$ cat src/rtl/traffic_light_ctrl.sv
// traffic_light_ctrl
//   Sequencing controller for one traffic-light approach. It drives the
//   downstream light down-counter (one-hot load strobes plus count-enable
//   ticks), watches the counter's terminal-count flag, and decodes the lamps.
//   It also handles pedestrian requests and a night-time flashing-yellow mode.
//
// Ports
//   clk, rst_n          clock, asynchronous active-low reset
//   i_enable            run; when low the sequencer freezes
//   i_night             night request, forces flashing yellow
//   i_ped_req           pedestrian request level, sampled every cycle
//   i_last              counter terminal-count flag (count == 0)
//   o_init              registered one-hot load strobe: [0] green, [1] yellow, [2] red
//   o_cnt_en            counter decrement enable (one cycle per tick)
//   o_green/yellow/red  lamp drives
//   o_ped_walk          walk lamp, lit for the whole red phase
//   o_dbg_state         current FSM state (0 yellow, 1 red, 2 green, 3 flash)
//   o_dbg_ped_pending   pedestrian request latched, waiting for red
module traffic_light_ctrl #(
  parameter int pINIT_WIDTH      = 3,
  parameter int pTICK_DIV        = 4,
  parameter int pTICK_WIDTH      = 2,
  parameter int pMIN_GREEN_TICKS = 4,
  parameter int pGT_WIDTH        = 3
) (
  input  logic                   clk,
  input  logic                   rst_n,
  input  logic                   i_enable,
  input  logic                   i_night,
  input  logic                   i_ped_req,
  input  logic                   i_last,
  output logic [pINIT_WIDTH-1:0] o_init,
  output logic                   o_cnt_en,
  output logic                   o_green,
  output logic                   o_yellow,
  output logic                   o_red,
  output logic                   o_ped_walk,
  output logic [1:0]             o_dbg_state,
  output logic                   o_dbg_ped_pending
);

  typedef enum logic [1:0] {
    S_YELLOW = 2'd0,
    S_RED    = 2'd1,
    S_GREEN  = 2'd2,
    S_FLASH  = 2'd3
  } state_e;

  localparam logic [pINIT_WIDTH-1:0] INIT_GREEN  = pINIT_WIDTH'(1);
  localparam logic [pINIT_WIDTH-1:0] INIT_YELLOW = pINIT_WIDTH'(2);
  localparam logic [pINIT_WIDTH-1:0] INIT_RED    = pINIT_WIDTH'(4);
  localparam logic [pTICK_WIDTH-1:0] TICK_LAST   = pTICK_WIDTH'(pTICK_DIV - 1);
  localparam logic [pGT_WIDTH-1:0]   MIN_GT      = pGT_WIDTH'(pMIN_GREEN_TICKS);
  localparam logic [pGT_WIDTH-1:0]   GT_MAX      = '1;

  state_e                   state_q, state_d;
  logic [pINIT_WIDTH-1:0]   init_q, init_d;
  logic [pTICK_WIDTH-1:0]   presc_q, presc_d;
  logic [pGT_WIDTH-1:0]     gt_q, gt_d;
  logic                     ped_pending_q, ped_pending_d;
  logic                     phase_q, phase_d;

  logic                     in_init;
  logic                     cnt_tick;
  logic                     early_exit;
  logic [pTICK_WIDTH-1:0]   presc_inc;

  // A nonzero load strobe marks the first cycle of a state; i_last is stale then.
  assign in_init    = |init_q;
  assign cnt_tick   = i_enable && (state_q != S_FLASH) && !in_init && (presc_q == TICK_LAST);
  assign early_exit = (state_q == S_GREEN) && ped_pending_q && (gt_q >= MIN_GT);
  assign presc_inc  = (presc_q == TICK_LAST) ? '0 : presc_q + pTICK_WIDTH'(1);

  // State register
  always_ff @(posedge clk or negedge rst_n) begin
    if (!rst_n) begin
      state_q       <= S_YELLOW;
      init_q        <= '0;
      presc_q       <= '0;
      gt_q          <= '0;
      ped_pending_q <= 1'b0;
      phase_q       <= 1'b1;
    end else begin
      state_q       <= state_d;
      init_q        <= init_d;
      presc_q       <= presc_d;
      gt_q          <= gt_d;
      ped_pending_q <= ped_pending_d;
      phase_q       <= phase_d;
    end
  end

  // Next-state logic
  always_comb begin
    logic changing;
    state_d       = state_q;
    init_d        = '0;
    presc_d       = presc_q;
    gt_d          = gt_q;
    ped_pending_d = ped_pending_q;
    phase_d       = phase_q;
    changing      = 1'b0;

    if (i_night) begin
      state_d = S_FLASH;
    end else if (state_q == S_FLASH) begin
      // Leaving night mode is a normal transition, so a freeze holds it off.
      if (i_enable) state_d = S_RED;
    end else if (!in_init && i_enable && (i_last || early_exit)) begin
      case (state_q)
        S_YELLOW: state_d = S_RED;
        S_RED:    state_d = S_GREEN;
        default:  state_d = S_YELLOW;
      endcase
    end

    changing = (state_d != state_q);

    if (changing) begin
      case (state_d)
        S_GREEN:  init_d = INIT_GREEN;
        S_YELLOW: init_d = INIT_YELLOW;
        S_RED:    init_d = INIT_RED;
        default:  init_d = '0;
      endcase
    end

    // Every new state starts its prescaler from zero; the init cycle keeps it there.
    if (changing) begin
      presc_d = '0;
    end else if (i_enable && ((state_q == S_FLASH) || !in_init)) begin
      presc_d = presc_inc;
    end

    if (changing && (state_d == S_GREEN)) begin
      gt_d = '0;
    end else if ((state_q == S_GREEN) && cnt_tick && (gt_q != GT_MAX)) begin
      gt_d = gt_q + pGT_WIDTH'(1);
    end

    // Clearing on red entry takes priority over a request in the same cycle.
    if (changing && (state_d == S_RED)) begin
      ped_pending_d = 1'b0;
    end else if (i_ped_req && (state_q != S_RED) && (state_q != S_FLASH)) begin
      ped_pending_d = 1'b1;
    end

    if (changing && (state_d == S_FLASH)) begin
      phase_d = 1'b1;
    end else if ((state_q == S_FLASH) && i_enable && (presc_q == TICK_LAST)) begin
      phase_d = ~phase_q;
    end
  end

  // Output decode: lamps come from registers only
  always_comb begin
    o_green    = 1'b0;
    o_yellow   = 1'b0;
    o_red      = 1'b0;
    o_ped_walk = 1'b0;
    o_cnt_en   = cnt_tick;
    case (state_q)
      S_YELLOW: o_yellow = 1'b1;
      S_RED: begin
        o_red      = 1'b1;
        o_ped_walk = 1'b1;
      end
      S_GREEN:  o_green  = 1'b1;
      default:  o_yellow = phase_q;
    endcase
  end

  assign o_init            = init_q;
  assign o_dbg_state       = state_q;
  assign o_dbg_ped_pending = ped_pending_q;

endmodule

$ cat config.mk
export PLATFORM = sky130hd
export DESIGN_NAME = traffic_light_ctrl
export DESIGN_NICKNAME = d
export VERILOG_FILES = /design/src/rtl/traffic_light_ctrl.sv
export SDC_FILE = /design/constraint.sdc
export NUM_CORES = 1
export LEC_CHECK = 0
export BUFFER_PORTS_ARGS = -buffer_cell sky130_fd_sc_hd__buf_2
export CAP_MARGIN = 30
export CORE_UTILIZATION = 54
export CTS_BUF_LIST = sky130_fd_sc_hd__clkbuf_2
export CTS_CLUSTER_SIZE = 28
export DETAILED_ROUTE_END_ITERATION = 8
export PLACE_DENSITY_LB_ADDON = 0.08
export SLEW_MARGIN = 20
export SYNTH_ARGS = -nofsm -noshare
export SYNTH_HDL_FRONTEND = slang
export SYNTH_SLANG_ARGS = --single-unit
$ cat constraint.sdc
create_clock -name clk -period 2.4 [get_ports clk]
set_input_delay 0.24 -clock clk [delete_from_list [all_inputs] [get_ports clk]]
set_output_delay 0.24 -clock clk [all_outputs]
set_load 0.01 [all_outputs]
==> impl_results.rst <==
.. list-table::
   :header-rows: 1

   * - Metric
     - Value
   * - Number of antenna violations at the first check in global routing
     - 0
   * - Detailed-router iteration count before antenna repair
     - 4
   * - Max-Slew Margin vs Limit
     - 70.63%
   * - Synth Cell Area
     - between 700 and 800 um^2
   * - Routed metal-1 wirelength
     - around 700 um
   * - Proportion of layout cells with a drive suffix above 1
     - 28.72%
   * - Total number of nets in the final design
     - ~100
   * - Post-route setup TNS
     - 0 ps
   * - CTS buffer count
     - 3
   * - Detail-routed via count per cell
     - ~5.8
   * - Most Frequent Cell on Critical Path
     - sky130_fd_sc_hd__ha_1
   * - Post-detail-place hpwl
     - approximately 1.1 mm
   * - Dominant register cell in the synthesized netlist
     - sky130_fd_sc_hd__dfrtp_1
   * - Number of buffers added on ports
     - 16
   * - Die Span X
     - around 39 um
   * - CORE AREA
     - around 1200 um^2
   * - Setup-failing EPs final
     - 0
   * - Outcome
     - finished clean
   * - Post-Synthesis Mean Instance Area
     - ~9.5 um^2
   * - Count of unique library cells instantiated by Yosys
     - 34
   * - Endpoints failing hold
     - 0
   * - First-pass GRT wire length
     - around 2.6 mm
   * - Number of instances in the synthesized netlist
     - 77
   * - Library cell used as clock root buffer
     - sky130_fd_sc_hd__clkbuf_2
   * - Worst-path fanout max
     - 4
   * - Startpoint types
     - register
   * - Slowest cell on the critical path
     - sky130_fd_sc_hd__or4bb_1
   * - Total power per unit cell area
     - around 580 nW/um^2
   * - Synth area leaders
     - sky130_fd_sc_hd__dfrtp_1 (38%), sky130_fd_sc_hd__a21oi_1 (5.5%), sky130_fd_sc_hd__ha_1 (5.1%)
   * - Number of cells traversed by the worst hold path
     - 3
   * - Synthesis Warnings
     - 0
   * - Maximum frequency from static timing analysis
     - 514.0 MHz
   * - Worst clock skew
     - ~7.6 ps
   * - Final routed wire length divided by cell count
     - around 14 um
   * - Worst hold endpoint
     - o_dbg_ped_pending
   * - Number of sinks driven by the clock tree
     - 12
   * - Unrepaired setup endpoints after global routing
     - no
   * - Sequential element share of the synthesized area
     - about two fifths
   * - Maximum number of pins on one net before global-route repair
     - 17
   * - Met3 WL
     - around 56 um
   * - Most numerous cell in the Yosys netlist
     - sky130_fd_sc_hd__dfrtp_1
   * - Proportion of netlist area held by the largest area contributor
     - a little under two fifths
   * - Maximum Capacitance Violations
     - 0
   * - Largest area contributor in the netlist
     - sky130_fd_sc_hd__dfrtp_1
   * - Mapped Nets
     - 86
   * - Number of diodes added for antenna fixing
     - 0
   * - Violation count after the first detailed-routing iteration
     - 12
   * - Async S/R FF share, synth
     - between 90% and 100%
   * - Deepest level of the CTS H-tree
     - 1
   * - Worst R2R Path Depth
     - 5
   * - Required time at the worst-slack endpoint
     - about 2600 ps
   * - Min Tclk post-route
     - 1945 ps
   * - Final cycle utilization of the critical path
     - a little over 80%
   * - Worst Hold Class
     - in -> reg
   * - Number of routed nets with antenna violations
     - 0
   * - Synth-to-Final Area Change
     - 14.87%
   * - Kind of critical path
     - reg -> reg
   * - Leakage power figure
     - roughly 0.40 nW
   * - Clock buffer depth
     - 2
   * - Number of design rule violations left after detail routing
     - 0
   * - Number of enable-type register cells in the synthesized netlist
     - 0
   * - DIE AREA
     - 1507 um^2
   * - Std cell rows
     - 12
   * - Chip height
     - 38.82 um
   * - Count of final max-slew check failures
     - 0
   * - Number of post-CTS setup repair buffers
     - 0
   * - Hold Startpoint
     - i_ped_req
   * - Endpoint arrival time on the critical path
     - between 2000 and 2500 ps
   * - Chain of cells forming the critical path
     - ha_1 > ha_1 > or4bb_1 > or3_1 > a21oi_1
   * - Count of boundary I/O pins
     - 17
   * - Destination of the worst register-to-register timing path
     - gt_q[0]
   * - Global-route congestion overflow total
     - 0
   * - Number of gates given a new drive strength after cts
     - 0
   * - Clock tree from TritonCTS
     - yes
   * - Synth cell count leaders
     - sky130_fd_sc_hd__dfrtp_1 (11), sky130_fd_sc_hd__a21oi_1 (8), sky130_fd_sc_hd__o21ai_0 (7)
   * - Final WL
     - around 1.6 mm
   * - Vias after detailed routing
     - between 600 and 700
   * - Buffers plus inverters on the worst setup path
     - 0
   * - Global placer's final weighted congestion
     - ~0.73
   * - Post-route worst hold slack
     - 198.3 ps
   * - Slowest cell delay on critical path
     - 540 ps
   * - Number of synthesized register bits
     - 12
   * - Total Routing Usage GR
     - between 20% and 30%
   * - Via count of the first global-routing pass
     - about 560
   * - Family of cells with the greatest summed delay on the critical path
     - simple AND/OR/NAND/NOR gates
   * - Maximum VDD drop
     - a little under 0.0003 V
   * - Total met2 wirelength after detailed routing
     - 767 um
   * - CP endpoint kind
     - register
   * - Starting utilization of the core area
     - 61.71%
   * - Flop-to-flop setup slack
     - around 450 ps
   * - Clock transition time at the flip-flop clock pins of the worst setup and hold paths
     - 140 ps
   * - Transition time at the pin with the least slew margin
     - ~440 ps
   * - Topmost layer with routed signal wires
     - met4
   * - Clock latency at the later pin of the worst-skew pair
     - 270 ps
   * - Reg-to-Reg Start
     - gt_q[0]
-- layout by cell type, fill, tap and decap left out, types with 2 or more instances in the layout --
| master | synthesis | final |
|---|---|---|
| sky130_fd_sc_hd__nor3_1 | 2 | 2 |
| sky130_fd_sc_hd__nand4b_1 | 2 | 2 |
| sky130_fd_sc_hd__o21ai_0 | 7 | 7 |
| sky130_fd_sc_hd__a211oi_1 | 2 | 2 |
| sky130_fd_sc_hd__dfrtp_1 | 11 | 11 |
| sky130_fd_sc_hd__buf_4 | 1 | 2 |
| sky130_fd_sc_hd__a21oi_1 | 8 | 8 |
| sky130_fd_sc_hd__clkbuf_2 | 0 | 4 |
| sky130_fd_sc_hd__inv_1 | 2 | 2 |
| sky130_fd_sc_hd__nor2_1 | 5 | 5 |
| sky130_fd_sc_hd__ha_1 | 3 | 3 |
| sky130_fd_sc_hd__nand2_1 | 4 | 4 |
| sky130_fd_sc_hd__buf_2 | 0 | 16 |
| sky130_fd_sc_hd__nand3_1 | 5 | 5 |
-- area by class of cell --
cell class	count	area [um^2]
flip-flops and latches	12	301.5
multi-input cells	57	389.1
inverters	2	7.507
fillers	96	345.3
repair buffers	19	105.1
well taps	14	17.52
clock buffers	4	20.02
-- sequential cells by signal, summed over array words and instances (netlist names) --
| register | count |
|---|---|
| presc_q | 2 |
| phase_q | 1 |
| o_init | 3 |
| o_dbg_ped_pending | 1 |
| o_dbg_state | 2 |
| gt_q | 3 |
-- kinds of logic (layout without fill, tap and decap cells) --
kind of cell / after synthesis / count (layout) / synth area share [%]
simple gates: 32 / 32 / 28.04
compound gates: 21 / 21 / 18.80
flops: 12 / 12 / 41.20
buf+inv: 8 / 25 / 5.641
fa+ha+maj: 3 / 3 / 5.129
xor+xnor: 1 / 1 / 1.197
-- stage by stage --
step | total power [mW] | cells | cell area, um^2 | util [%] | worst slack, ps
CTS | 0.4885 | 108 | 840.8 | 70.89 | 458.4
finish | 0.4889 | 108 | 840.8 | 70.89 | 454.6
global route | 0.5191 | 108 | 840.8 | 70.89 | 370.2
floorplan | 0.3354 | 77 | 732.0 | - | 655.4
detailed placement | 0.3755 | 103 | 810.8 | 68.35 | 483.4
global placement | 0.3698 | 103 | 810.8 | 68.35 | 607.2
-- routing by layer --
layer / track usage, % / up-vias
li1: - / 317
met1: 35.40 / 290
met2: 40.83 / 20
met3: 5.202 / 4
met4: 10.34 / 0
met5: 0 / -
-- what timing repair did --
action,in CTS,in global routing
hold buffers,1,0
setup endpoints to repair,0,0
endpoints found under the hold margin,11,0
-- report_power, final --
group | internal, mW | leakage, nW | switching, mW
clock | 0.0442 | 0.0166 | 0.0739
combinational | 0.0547 | 0.232 | 0.0683
sequential | 0.227 | 0.152 | 0.0209
total | 0.326 | 0.401 | 0.163
-- worst min-delay path: cells and delay by family --
kind	cells	cell delay, ps
buffers and inverters	1	80
and+or+nand+nor	1	70
AOI/OAI and AO/OA	1	50
-- worst max-delay path by stage --
stage,slack (ps),cells after the start,startpoint,endpoint
3_3_place_gp,610,5,gt_q[0],gt_q[0]
3_5_place_dp,480,5,gt_q[0],gt_q[0]
6_report,450,5,gt_q[0],gt_q[0]
4_1_cts,460,5,gt_q[0],gt_q[0]
2_1_floorplan,660,5,gt_q[0],gt_q[0]
5_1_grt,370,5,gt_q[0],gt_q[0]
Power figures use the tool's default switching activity.
